<file path="src/rtl/alu_pkg.sv">
// Shared definitions for the 8-bit ALU interface and the 16-bit sequencer:
// ALU opcodes, flag bit positions and the 16-bit operation encoding.
package alu_pkg;

  localparam logic [3:0] ALU_ADD = 4'b0000;
  localparam logic [3:0] ALU_ADC = 4'b0001;
  localparam logic [3:0] ALU_SUB = 4'b0010;
  localparam logic [3:0] ALU_SBC = 4'b0011;
  localparam logic [3:0] ALU_CP  = 4'b0111;

  localparam int FLAG_Z = 3;
  localparam int FLAG_N = 2;
  localparam int FLAG_H = 1;
  localparam int FLAG_C = 0;

  typedef enum logic [1:0] {
    OP_ADD16 = 2'b00,
    OP_ADDSP = 2'b01,
    OP_INC16 = 2'b10,
    OP_DEC16 = 2'b11
  } op_e;

  // High byte of an 8-bit signed displacement sign-extended to 16 bits.
  function automatic logic [7:0] sext_hi_byte(input logic [7:0] e8);
    return e8[7] ? 8'hFF : 8'h00;
  endfunction

endpackage

</file>
<file path="src/rtl/alu16_seq.sv">
// Sequences a 16-bit ADD/ADDSP/INC/DEC as two passes (low byte, then high
// byte with carry) through an external shared 8-bit ALU.
module alu16_seq
  import alu_pkg::*;
(
  input  logic        clk,
  input  logic        rst_n,
  input  logic        start_valid,
  output logic        start_ready,
  input  logic [1:0]  op,
  input  logic [15:0] opa,
  input  logic [15:0] opb,
  input  logic [3:0]  fin,
  output logic [7:0]  alu_a,
  output logic [7:0]  alu_b,
  output logic [3:0]  alu_fin,
  output logic [3:0]  alu_control,
  input  logic [7:0]  alu_y,
  input  logic [3:0]  alu_fout,
  output logic        done_valid,
  input  logic        done_ready,
  output logic [15:0] result,
  output logic [3:0]  fout
);

  typedef enum logic [1:0] {
    S_IDLE = 2'b00,
    S_LO   = 2'b01,
    S_HI   = 2'b10,
    S_DONE = 2'b11
  } state_e;

  state_e      r_state;
  state_e      w_state_nxt;

  op_e         r_op;
  logic [15:0] r_opa;
  logic [15:0] r_opb;
  logic [3:0]  r_fin;
  logic        r_cy_lo;
  logic        r_h_lo;

  logic        r_start_ready;
  logic        r_done_valid;
  logic [15:0] r_result;
  logic [3:0]  r_fout;
  logic [7:0]  r_alu_a;
  logic [7:0]  r_alu_b;
  logic [3:0]  r_alu_fin;
  logic [3:0]  r_alu_control;

  logic        w_accept;
  op_e         w_op_src;
  logic [15:0] w_opa_src;
  logic [15:0] w_opb_src;
  logic        w_cy_src;
  logic [7:0]  w_alu_a;
  logic [7:0]  w_alu_b;
  logic [3:0]  w_alu_fin;
  logic [3:0]  w_alu_control;
  logic [3:0]  w_fout_hi;

  assign w_accept = (r_state == S_IDLE) && start_valid;

  // ALU drives are registered, so they are computed from the state being
  // entered and from the operand values that will be latched at this edge.
  assign w_op_src  = w_accept ? op_e'(op) : r_op;
  assign w_opa_src = w_accept ? opa : r_opa;
  assign w_opb_src = w_accept ? opb : r_opb;
  assign w_cy_src  = (r_state == S_LO) ? alu_fout[FLAG_C] : r_cy_lo;

  // Next-state logic; done_ready only counts once done_valid is visible.
  always_comb begin
    w_state_nxt = r_state;
    case (r_state)
      S_IDLE: begin
        if (w_accept) begin
          w_state_nxt = S_LO;
        end else begin
          w_state_nxt = S_IDLE;
        end
      end
      S_LO:   w_state_nxt = S_HI;
      S_HI:   w_state_nxt = S_DONE;
      S_DONE: begin
        if (done_ready && r_done_valid) begin
          w_state_nxt = S_IDLE;
        end else begin
          w_state_nxt = S_DONE;
        end
      end
      default: w_state_nxt = S_IDLE;
    endcase
  end

  // ALU operand/opcode selection for the byte step being entered.
  always_comb begin
    w_alu_a       = 8'h00;
    w_alu_b       = 8'h00;
    w_alu_fin     = 4'b0000;
    w_alu_control = ALU_CP;
    case (w_state_nxt)
      S_LO: begin
        w_alu_a = w_opa_src[7:0];
        case (w_op_src)
          OP_ADD16, OP_ADDSP: begin
            w_alu_b       = w_opb_src[7:0];
            w_alu_control = ALU_ADD;
          end
          OP_INC16: begin
            w_alu_b       = 8'h01;
            w_alu_control = ALU_ADD;
          end
          OP_DEC16: begin
            w_alu_b       = 8'h01;
            w_alu_control = ALU_SUB;
          end
          default: begin
            w_alu_b       = 8'h00;
            w_alu_control = ALU_CP;
          end
        endcase
      end
      S_HI: begin
        w_alu_a   = w_opa_src[15:8];
        w_alu_fin = {3'b000, w_cy_src};
        case (w_op_src)
          OP_ADD16: begin
            w_alu_b       = w_opb_src[15:8];
            w_alu_control = ALU_ADC;
          end
          OP_ADDSP: begin
            w_alu_b       = sext_hi_byte(w_opb_src[7:0]);
            w_alu_control = ALU_ADC;
          end
          OP_INC16: begin
            w_alu_b       = 8'h00;
            w_alu_control = ALU_ADC;
          end
          OP_DEC16: begin
            w_alu_b       = 8'h00;
            w_alu_control = ALU_SBC;
          end
          default: begin
            w_alu_b       = 8'h00;
            w_alu_control = ALU_CP;
          end
        endcase
      end
      default: begin
        w_alu_a       = 8'h00;
        w_alu_b       = 8'h00;
        w_alu_fin     = 4'b0000;
        w_alu_control = ALU_CP;
      end
    endcase
  end

  // Final flags at the end of the high-byte step; ADDSP keeps low-byte flags.
  always_comb begin
    w_fout_hi = r_fin;
    case (r_op)
      OP_ADD16: w_fout_hi = {r_fin[FLAG_Z], 1'b0, alu_fout[FLAG_H], alu_fout[FLAG_C]};
      OP_ADDSP: w_fout_hi = {1'b0, 1'b0, r_h_lo, r_cy_lo};
      OP_INC16: w_fout_hi = r_fin;
      OP_DEC16: w_fout_hi = r_fin;
      default:  w_fout_hi = r_fin;
    endcase
  end

  // State register and registered handshake/ALU outputs.
  always_ff @(posedge clk or negedge rst_n) begin
    if (!rst_n) begin
      r_state       <= S_IDLE;
      r_start_ready <= 1'b1;
      r_done_valid  <= 1'b0;
      r_alu_a       <= 8'h00;
      r_alu_b       <= 8'h00;
      r_alu_fin     <= 4'b0000;
      r_alu_control <= ALU_CP;
    end else begin
      r_state       <= w_state_nxt;
      r_start_ready <= (w_state_nxt == S_IDLE);
      r_done_valid  <= (r_state == S_DONE) && (w_state_nxt == S_DONE);
      r_alu_a       <= w_alu_a;
      r_alu_b       <= w_alu_b;
      r_alu_fin     <= w_alu_fin;
      r_alu_control <= w_alu_control;
    end
  end

  // Request capture, per-byte result collection and flag update.
  always_ff @(posedge clk or negedge rst_n) begin
    if (!rst_n) begin
      r_op     <= OP_ADD16;
      r_opa    <= 16'h0000;
      r_opb    <= 16'h0000;
      r_fin    <= 4'b0000;
      r_cy_lo  <= 1'b0;
      r_h_lo   <= 1'b0;
      r_result <= 16'h0000;
      r_fout   <= 4'b0000;
    end else begin
      if (w_accept) begin
        r_op  <= op_e'(op);
        r_opa <= opa;
        r_opb <= opb;
        r_fin <= fin;
      end
      if (r_state == S_LO) begin
        r_result[7:0] <= alu_y;
        r_cy_lo       <= alu_fout[FLAG_C];
        r_h_lo        <= alu_fout[FLAG_H];
      end
      if (r_state == S_HI) begin
        r_result[15:8] <= alu_y;
        r_fout         <= w_fout_hi;
      end
    end
  end

  assign start_ready = r_start_ready;
  assign done_valid  = r_done_valid;
  assign result      = r_result;
  assign fout        = r_fout;
  assign alu_a       = r_alu_a;
  assign alu_b       = r_alu_b;
  assign alu_fin     = r_alu_fin;
  assign alu_control = r_alu_control;

endmodule

</file>
<file path="config.mk">
export PLATFORM = sky130hd
export DESIGN_NAME = alu16_seq
export DESIGN_NICKNAME = d
export VERILOG_FILES = /design/src/rtl/alu_pkg.sv /design/src/rtl/alu16_seq.sv
export SDC_FILE = /design/constraint.sdc
export NUM_CORES = 1
export LEC_CHECK = 0
export BUFFER_PORTS_ARGS = -buffer_cell sky130_fd_sc_hd__clkbuf_2
export CAP_MARGIN = 40
export CELL_PAD_IN_SITES_DETAIL_PLACEMENT = 1
export CELL_PAD_IN_SITES_GLOBAL_PLACEMENT = 1
export CORE_MARGIN = 5
export CORE_UTILIZATION = 41
export CTS_BUF_LIST = sky130_fd_sc_hd__clkbuf_16
export CTS_CLUSTER_SIZE = 14
export DETAILED_ROUTE_END_ITERATION = 6
export HOLD_SLACK_MARGIN = 0.1
export PLACE_DENSITY = 0.9
export SETUP_SLACK_MARGIN = 0.2
export SLEW_MARGIN = 0
export SYNTH_ARGS = -nofsm -noshare
export SYNTH_HDL_FRONTEND = slang
export SYNTH_SLANG_ARGS = --single-unit
</file>
<file path="constraint.sdc">
create_clock -name clk -period 3.14 [get_ports clk]
set_input_delay 0.471 -clock clk [delete_from_list [all_inputs] [get_ports clk]]
set_output_delay 0.471 -clock clk [all_outputs]
set_load 0.005 [all_outputs]
</file>
# Word-level counts from Yosys, hierarchy flattened
# Cells that the tools add are included.
# W data, S select, Z words.
[word_totals] elab_cells=56 out_inout_bits=46 register_bits=88
[classes] muxes=17 n_reduce_logical=11 n_eq_ne=12
[ops] cell="$pmux W8 S2" count=3
[ops] cell="$mux W16" count=2
[ops] cell="$pmux W4 S2" count=3
[ops] cell="$pmux W8 S3" count=1
[ops] cell="$eq A2 B2 Y1 const B" count=8
[ops] cell="$pmux W4 S3" count=1
[ops] cell="$eq A2 B1 Y1 const B" count=4
[ops] cell="$logic_not A2 Y1" count=4
[ops] cell="$mux W8" count=1
[ops] cell="$pmux W2 S4" count=1
[ops] cell="$reduce_or A2 Y1" count=3
[ops] cell="$mux W2" count=2
[ops] cell="$logic_and A1 B1 Y1" count=3
[ops] cell="$mux W1" count=3
[ops] cell="$reduce_or A3 Y1" count=1

# Longest topological paths before layout
# Gate-level depths: netlist of the first run.
[depth] ltp_word=7 depth_mapped=5 mapped_depth_nobuf=3

# Worst setup path before layout of the first run
# No wires, ideal clock.
[synth_timing] path_kind="in2reg" startpoint="input port start_valid" endpoint="register r_fin[2]" slack_ns=1.791 path_buffers=2 arrival_ns=1.223 setup_ns=0.125 path_stages=4 cell_sequence="nor3b_2 > buf_4 > buf_6 > mux2_4"
[synth_via] elab_chain_len=1
[synth_lines] element="start: declaration" line_no="alu16_seq.sv:8" source="input logic start_valid,"
[synth_lines] element="$logic_and A1 B1 Y1" line_no="alu16_seq.sv:63" source="assign w_accept = (r_state == S_IDLE) && start_valid;"
[synth_lines] element="end signal: assignment" line_no="alu16_seq.sv:208" source="r_fin <= fin;"
[synth_lines] element="end: declaration" line_no="alu16_seq.sv:39" source="logic [3:0] r_fin;"
# No other way between the ends.
# A chain may end at the register's enable or synchronous reset.

# Final worst setup path of the first run
[layout_timing] startpoint="register r_state[0]" endpoint="register r_alu_b[7] (netlist: alu_b[7])"
[layout_via] elab_chain_len=7
[layout_lines] element="start: declaration" line_no="alu16_seq.sv:33" source="state_e r_state;"
[layout_lines] element="start signal: assignment" line_no="alu16_seq.sv:182" source="r_state <= w_state_nxt;"
[layout_lines] element="$logic_not A2 Y1" line_no="alu16_seq.sv:63, alu16_seq.sv:75"
[layout_lines] element="$logic_and A1 B1 Y1" line_no="alu16_seq.sv:63"
[layout_lines] element="$mux W2"
[layout_lines] element="$eq A2 B2 Y1, or another cell as far along" line_no="alu16_seq.sv:105, alu16_seq.sv:127"
[layout_lines] element="$reduce_or A2 Y1 (on tied branches)"
[layout_lines] element="$pmux W8 S3 / $pmux W8 S2 (equally long branches)" line_no="alu16_seq.sv:127, alu16_seq.sv:105"
[layout_lines] element="$pmux W8 S2 (*)" line_no="alu16_seq.sv:102" source="case (w_state_nxt)"
[layout_lines] element="named net w_alu_b[7]" line_no="alu16_seq.sv:58" source="logic [7:0] w_alu_b;"
[layout_lines] element="end signal: assignment" line_no="alu16_seq.sv:186" source="r_alu_b <= w_alu_b;"
[layout_lines] element="end: declaration" line_no="alu16_seq.sv:48" source="logic [7:0] r_alu_b;"
# Mark *: on every way through the listed nets, which the timed path passes. The rest lies on a longest branch.

==> summary.txt, run 1 <==
Finish
  • Layout Utilization: 53.82%
  • Layout Cells excl Fill: 369
  • Final nets: 338
  • Layout area overhead: 28.90%
  • Antenna cells: 0
  • Design area: 3616 sq um
  • Fillcell total: 697
  • Share of layout cells above drive strength 1: 49.83%

Timing
  • Final hold violation count: 0
  • Crit path time final: 1.870 ns
  • Final setup fails: 0
  • Slew headroom: 52.25%
  • Final period utilization: 59.55%
  • RSZ-0062 raised after global routing: no
  • Setup TNS: 0 ns
  • Worst clock skew: 0.007844 ns
  • Max Fclk: 534.8 MHz
  • Max Slew Vio Count: 0
  • Measured slew at the worst slew-check pin: 0.7163 ns
  • Hold slack: 0.3499 ns
  • Final WS setup: 1.270 ns

Worst hold path
  • HP Start: done_ready
  • Hold Path Class: primary input to register

Global route
  • Grt total ovfl: 0
  • Vias in the first global route: 2,065
  • Initial antenna violation count: 0
  • Global-route wire length before repair: 10.62 mm
  • GRT Util Overall: 16.05%
  • Largest net degree at the start of global routing: 52

Pwr
  • Tot Pwr: 3.637 mW
  • Leakage Power: 1.836 nW
  • VDD IR max: 0.0004709 V
  • Pwr dens: 1006 nW/um^2

Placed design
  • I/O Buffers: 93
  • Dpl cells: 352
  • Worst slack at placement: 1.186 ns
  • Placed cell area: 3298 sq um
  • Hpwl dp: 4.672 mm
  • Gpl congestion: 0.7395

Floorplanning
  • Row Count: 30
  • Die height: 92.72 um
  • I/O Pins: 100
  • Die width: 92.72 um
  • CORE AREA: 6719 sq um
  • Initial core utilization: 41.75%
  • Die footprint: 8596 sq um

Worst setup path
  • CP arrival: 2.10 ns
  • Critical path class: register to register
  • Largest fanout on the critical path: 22
  • Slowest cell delay on critical path: 0.55 ns
  • Setup crit start kind: register
  • CP Capture Type: register
  • Critical-path top delay cell: nor2b_1
  • Worst R2R Start: r_state[0]
  • Req. time, crit path: 3.37 ns
  • Critical Path Source: r_state[0]
  • Crit-path cells: nor3b_4, buf_4, nor2b_1, o2bb2ai_1

Clocking
  • CTS buffer count: 9
  • Post-CTS setup buffers: 0
  • CTS H-tree depth: 3
  • Root buffer cell: clkbuf_16
  • Sink Count: 69
  • Clk_lat worst skew: 0.32 ns
  • Clock Path Buffers: 2
  • TritonCTS clock tree: yes
  • Reg clk slew, reported paths: 0.06 ns

Logic synthesis
  • Mapped Area: 2805 sq um
  • Cells after synthesis: 189
  • Synth cell types: 28
  • Synth Register Bits: 69
  • Sequential fraction of the synthesis area: 61.73%
  • Ys Warns: 0
  • Avg Cell Area, Syn: 14.84 sq um

Drt
  • Pre-Repair DR Iteration Count: 4
  • Drt initial violations: 50
  • Vias: 1,815
  • DR WL met3: 441 um
  • Final ANT Viol Nets: 0
  • Met2 wire len: 3.191 mm
  • Routed wire length: 6.356 mm
  • M1 wire length: 2.660 mm
  • Drt drc: 0
  • Uppermost routed layer: met4
  • Wirelength per Cell: 17.22 um
  • Vias per Instance: 4.919

Outcome
  • Run status: finished, final reports clean

Flow run
  • Max-cap violation count: 0
-- kinds of logic after synthesis --
logic type / share of synthesized area [%]
buffers and inverters: 5.218
flip-flops: 61.73
AO/OA/AOI/OAI: 7.270
AND/OR/NAND/NOR: 4.862
other: 0.1337
multiplexers: 20.79
-- cells in the mapped netlist, drive strengths merged --
library cell	instances	area (sq um)
and4	1	8.760
buf	16	135.1
nor2	13	48.80
nor2b	1	6.260
nand2b	1	6.260
o211ai	1	7.510
mux2i	2	20.02
a22oi	1	7.510
and2b	1	10.01
dfstp	4	105.1
o21bai	1	7.510
o2bb2ai	7	61.31
inv	3	11.26
a21oi	1	5.000
o21ai	9	45.04
mux2	41	563.0
and2	1	6.260
dfrtp	65	1627
a22o	8	70.07
nand2	10	37.54
conb	1	3.750
nor3b	1	12.51
-- repair_timing --
action | 4_1_cts | 5_1_grt
gates resized for setup | 0 | 0
endpoints found under the hold margin | 17 | 0
hold buffers | 1 | 0
-- worst paths after layout --
kind | end | slack (ns) | cells after the start
max in group asynchronous | alu_control[2] | 1.98 | 3
max | alu_b[7] | 1.27 | 4
min in group asynchronous | result[2] | 0.58 | 2
min | done_valid | 0.35 | 2
max reg2reg | alu_b[7] | 1.27 | 4
min reg2reg | r_h_lo | 0.49 | 1
-- routing by layer --
| layer | vias up | track usage [%] |
|---|---|---|
| met5 | - | 0 |
| met4 | 0 | 5.861 |
| met3 | 9 | 5.443 |
| met2 | 63 | 26.89 |
| met1 | 906 | 19.18 |
| li1 | 837 | - |
-- worst max-delay path: cells and delay by family, from the launching register on --
kind / cells / cell delay (ns)
compound gates: 1 / 0.21
buf+inv: 1 / 0.32
flops: 1 / 0.46
simple gates: 2 / 0.79
-- registers in the layout, indices dropped and copies added, names as in the netlist --
register	count
alu_a	8
alu_b	8
alu_control	3
alu_fin	1
done_valid	1
fout	4
r_cy_lo	1
r_fin	4
r_h_lo	1
r_op	2
r_opa	8
r_opb	9
r_state	2
result	16
start_ready	1
-- area by class of cell --
type                    count  area (sq um)  share of cell area (%)
flip-flops and latches     69          1732                   47.89
multi-input cells         104         944.7                   26.12
repair buffers             97         520.5                   14.39
clock buffers               9         225.2                   6.228
well taps                  80         100.1                   2.768
clock inverters             7         82.58                   2.284
inverters                   3         11.26                  0.3114
-- cells in the final DEF, fill, tap and decap left out, types with 3 or more instances in the layout --
| cell | netlist | final |
|---|---|---|
| mux2_4 | 27 | 27 |
| conb_1 | 1 | 4 |
| clkbuf_2 | 0 | 92 |
| mux2_1 | 12 | 12 |
| inv_1 | 2 | 4 |
| buf_4 | 7 | 3 |
| a22o_1 | 8 | 8 |
| nand2_1 | 10 | 10 |
| o2bb2ai_1 | 7 | 7 |
| clkbuf_16 | 0 | 9 |
| nor2_1 | 13 | 13 |
| o21ai_1 | 7 | 7 |
| dfrtp_1 | 65 | 65 |
| dfstp_2 | 4 | 4 |
-- power by group --
part	leakage (nW)	switching [mW]	internal [mW]
registers	0.854	0.237	1.29
logic	0.828	0.449	0.634
clock network	0.153	0.349	0.683
total	1.84	1.04	2.60
(Power assumes the default switching activity.)
==> run 2: changes to the inputs <==
ABC_AREA = 1   (was unset)
CORE_UTILIZATION = 33   (was 41)
PLACE_DENSITY = 0.83   (was 0.9)
clock period = 1.5 ns   (was 3.14 ns; I/O delays follow)
==> run 2 against run 1 <==
Net effect:
- clock skew fell by 0.0028 ns
- highest routed layer unchanged
- largest power group is now combinational cells
- critical endpoint unchanged
- clock-buffer cell count stayed put
- synthesized cell count up 65%
- via count is 38% higher
==> summary.txt, run 2 <==
Logic synthesis
  • Synth cell types: 26 (-7.1%)
  • Synth Register Bits: 69 (unchanged)
  • Area leader, netlist: dfrtp_1
  • Commonest cells post-synth: nand2_1, dfrtp_1, inv_1
  • Most frequent cell after synthesis: nand2_1
  • Top post-synthesis cells by area: dfrtp_1, nand2_1, dfstp_2
  • Ys Warns: 0 (unchanged)
  • Avg Cell Area, Syn: 9.487 sq um (-36%)
  • Share of the synthesized area in the top cell type: 55.13% (-2.9 points)
  • Sequential fraction of the synthesis area: 58.69% (-3.0 points)
  • Post-synth EDFFs: 0 (unchanged)
  • Mapped Area: 2950 sq um (+5.2%)
  • Ys async rst share: 100.0% (unchanged)
  • Cells after synthesis: 311 (+65%)
  • Synth Flop Type: dfrtp_1

Floorplanning
  • CORE AREA: 8721 sq um (+30%)
  • Die width: 104.6 um (+13%)
  • Die footprint: 10,930 sq um (+27%)
  • Row Count: 34 (+13%)
  • Initial core utilization: 33.83% (-7.9 points)
  • Die height: 104.6 um (+13%)
  • I/O Pins: 100 (unchanged)

Worst hold path
  • HP Start: opa[5]
  • Worst Hold Path Cells: 3 (+1)
  • Hold Path Class: primary input to register
  • Min-Delay Endpoint: alu_a[5]

Pwr
  • Leakage Power: 2.237 nW (+22%)
  • Pwr dens: 2062 nW/um^2 (+100%)
  • Tot Pwr: 8.526 mW (+130%)
  • VDD IR max: 0.0006311 V (+34%)

Flow run
  • Max-cap violation count: 0 (unchanged)

Drt
  • Wirelength per Cell: 15.80 um (-8.3%)
  • Drt initial violations: 67 (+34%)
  • Drt drc: 0 (unchanged)
  • Final ANT Viol Nets: 0 (unchanged)
  • Pre-Repair DR Iteration Count: 4 (unchanged)
  • Vias per Instance: 4.624 (-6.0%)
  • Routed wire length: 8.563 mm (+35%)
  • Vias: 2,506 (+38%)

Timing
  • Max Fclk: 708.8 MHz (+33%)
  • Final setup fails: 0 (unchanged)
  • Setup TNS: 0 ns (unchanged)
  • Max Slew Vio Count: 0 (unchanged)
  • Final period utilization: 94.06% (+35 points)
  • Hold slack: 0.1098 ns (-0.2401 ns)
  • Final hold violation count: 0 (unchanged)
  • Worst clock skew: 0.005017 ns (-0.002827 ns)
  • Crit path time final: 1.411 ns (-0.4591 ns)
  • RSZ-0062 raised after global routing: yes

Finish
  • Share of layout cells above drive strength 1: 42.63% (-7.2 points)
  • Layout area overhead: 40.16%
  • Antenna cells: 0 (unchanged)
  • Final nets: 483 (+43%)
  • Layout Utilization: 47.42% (-6.4 points)
  • Commonest cells after routing, fill and taps aside: nand2_1, clkbuf_2, dfrtp_1
  • Largest register FFs: 16 (unchanged)
  • Fillcell total: 1,015 (+46%)
  • Design area: 4135 sq um (+14%)
  • Most common cell after layout, fill and taps aside: nand2_1

Worst setup path
  • Critical-path top delay cell: dfrtp_2
  • Slowest cell delay on critical path: 0.43 ns (-0.12 ns)
  • CP Capture Type: register
  • Crit-path cells: nor2_4, nand2_4, nand2_2, nand2_4, buf_4, nand3_2, nand2_1, nand2_1, nand2_1
  • Crit path top cell by count: nand2_1
  • FF-to-FF setup slack: 0.09 ns (-1.18 ns)
  • Largest fanout on the critical path: 7 (-68%)
  • Setup crit start kind: register
  • WP depth: 9 (+5)
  • Critical path class: register to register
  • Buf/Inv on CP: 1 (unchanged)
  • Largest delay share family, worst path: simple AND/OR/NAND/NOR gates
  • Worst R2R Start: r_state[0]
  • CP arrival: 1.63 ns (-0.47 ns)
  • Capturing point of the worst reg2reg path: alu_b[7]
  • R2r worst-path depth: 9 (+5)
  • Req. time, crit path: 1.72 ns (-1.65 ns)

Clocking
  • CTS H-tree depth: 3 (unchanged)
  • CTS buffer count: 9 (unchanged)
  • Clk_lat worst skew: 0.33 ns (about the same)
  • Reg clk slew, reported paths: 0.06 ns (about the same)
  • Clock Path Buffers: 2 (unchanged)
  • Sink Count: 69 (unchanged)
  • TritonCTS clock tree: yes
  • Root buffer cell: clkbuf_16

Global route
  • GRT Util Overall: 16.17% (+0.13 points)
  • Largest net degree at the start of global routing: 32 (-38%)
  • Vias in the first global route: 2,832 (+37%)
  • Grt total ovfl: 0 (unchanged)
  • Initial antenna violation count: 0 (unchanged)
  • Global-route wire length before repair: 14.10 mm (+33%)

Placed design
  • I/O Buffers: 93 (unchanged)
  • Placed cell area: 3537 sq um (+7.2%)
  • Hpwl dp: 5.931 mm (+27%)
  • Gpl congestion: 0.7320 (-1.0%)

Outcome
  • Run status: finished, final reports clean
run 2: cell count changes after synthesis, sizes merged, moves of 2 or more:
cell | before | now
mux2 | 41 | 0
a22o | 8 | 0
buf | 16 | 20
o21ai | 9 | 27
nand3 | 0 | 31
o22ai | 0 | 2
nand2 | 10 | 119
inv | 3 | 27
nor2 | 13 | 8
o2bb2ai | 7 | 0
mux2i | 2 | 0
run 2: how the worst max path moves through the flow:
stage / slack [ns] / to / start
global placement: 0.10 / alu_b[5] / r_state[0]
finish: 0.09 / alu_b[7] / r_state[0]
global route: 0.004 / alu_b[7] / r_state[0]
floorplan: 0.25 / alu_b[0] / r_state[0]
detailed placement: 0.03 / r_fin[0] / r_state[0]
CTS: 0.10 / alu_b[5] / r_state[1]
run 2: metrics by stage:
stage / std cells / setup slack [ns]
2_1_floorplan: 314 / 0.2475
3_3_place_gp: 508 / 0.1028
3_5_place_dp: 508 / 0.02626
4_1_cts: 538 / 0.1042
5_1_grt: 542 / 0.004024
6_report: 542 / 0.08917
run 2: kinds of logic (layout without fill, tap and decap cells):
| family | after synthesis | in the layout | synth area share [%] |
|---|---|---|---|
| simple gates | 159 | 159 | 26.29 |
| flops | 69 | 69 | 58.69 |
| buf+inv | 47 | 167 | 8.524 |
| compound gates | 35 | 35 | 6.362 |
| other cells | 1 | 4 | 0.1271 |
run 2: power by group:
part | internal (mW) | switching [mW] | total (mW)
logic | 1.43 | 2.01 | 3.44
clock network | 1.26 | 0.773 | 2.03
registers | 2.68 | 0.374 | 3.06
run 2: per-layer routing:
metal  vias to the layer above  global-route usage [%]  wire (um)
li1                       1206                       -          -
met4                         0                   5.365        138
met1                      1212                   18.68       3461
met2                        78                   28.37       4406
met3                        10                   5.055        557
met5                         -                       0          0
run 2: layout make-up:
type	instances	area (sq um)	area share, %
clock buffers	9	225.2	5.446
inverters	27	126.4	3.056
repair inverters	4	38.79	0.9380
flip-flops and latches	69	1733	41.91
multi-input cells	198	1059	25.60
well taps	108	135.1	3.268
clock inverters	7	56.30	1.362
repair buffers	120	762.0	18.43
run 2: timing repair:
action                     4_1_cts  5_1_grt
hold buffers                     3        1
setup buffers                    7        2
pin swaps                        4        7
hold endpoints to repair        18        1
gates resized for setup         19       37
setup endpoints to repair       33       43
cloned                           4        1
run 2: worst reg2reg max path: stages, from the launching register on:
cell     delay [ns]
dfrtp_2        0.43
nor2_4         0.19
nand2_4        0.13
nand2_2        0.10
nand2_4        0.07
buf_4          0.16
nand3_2        0.06
nand2_1        0.05
nand2_1        0.05
nand2_1        0.05
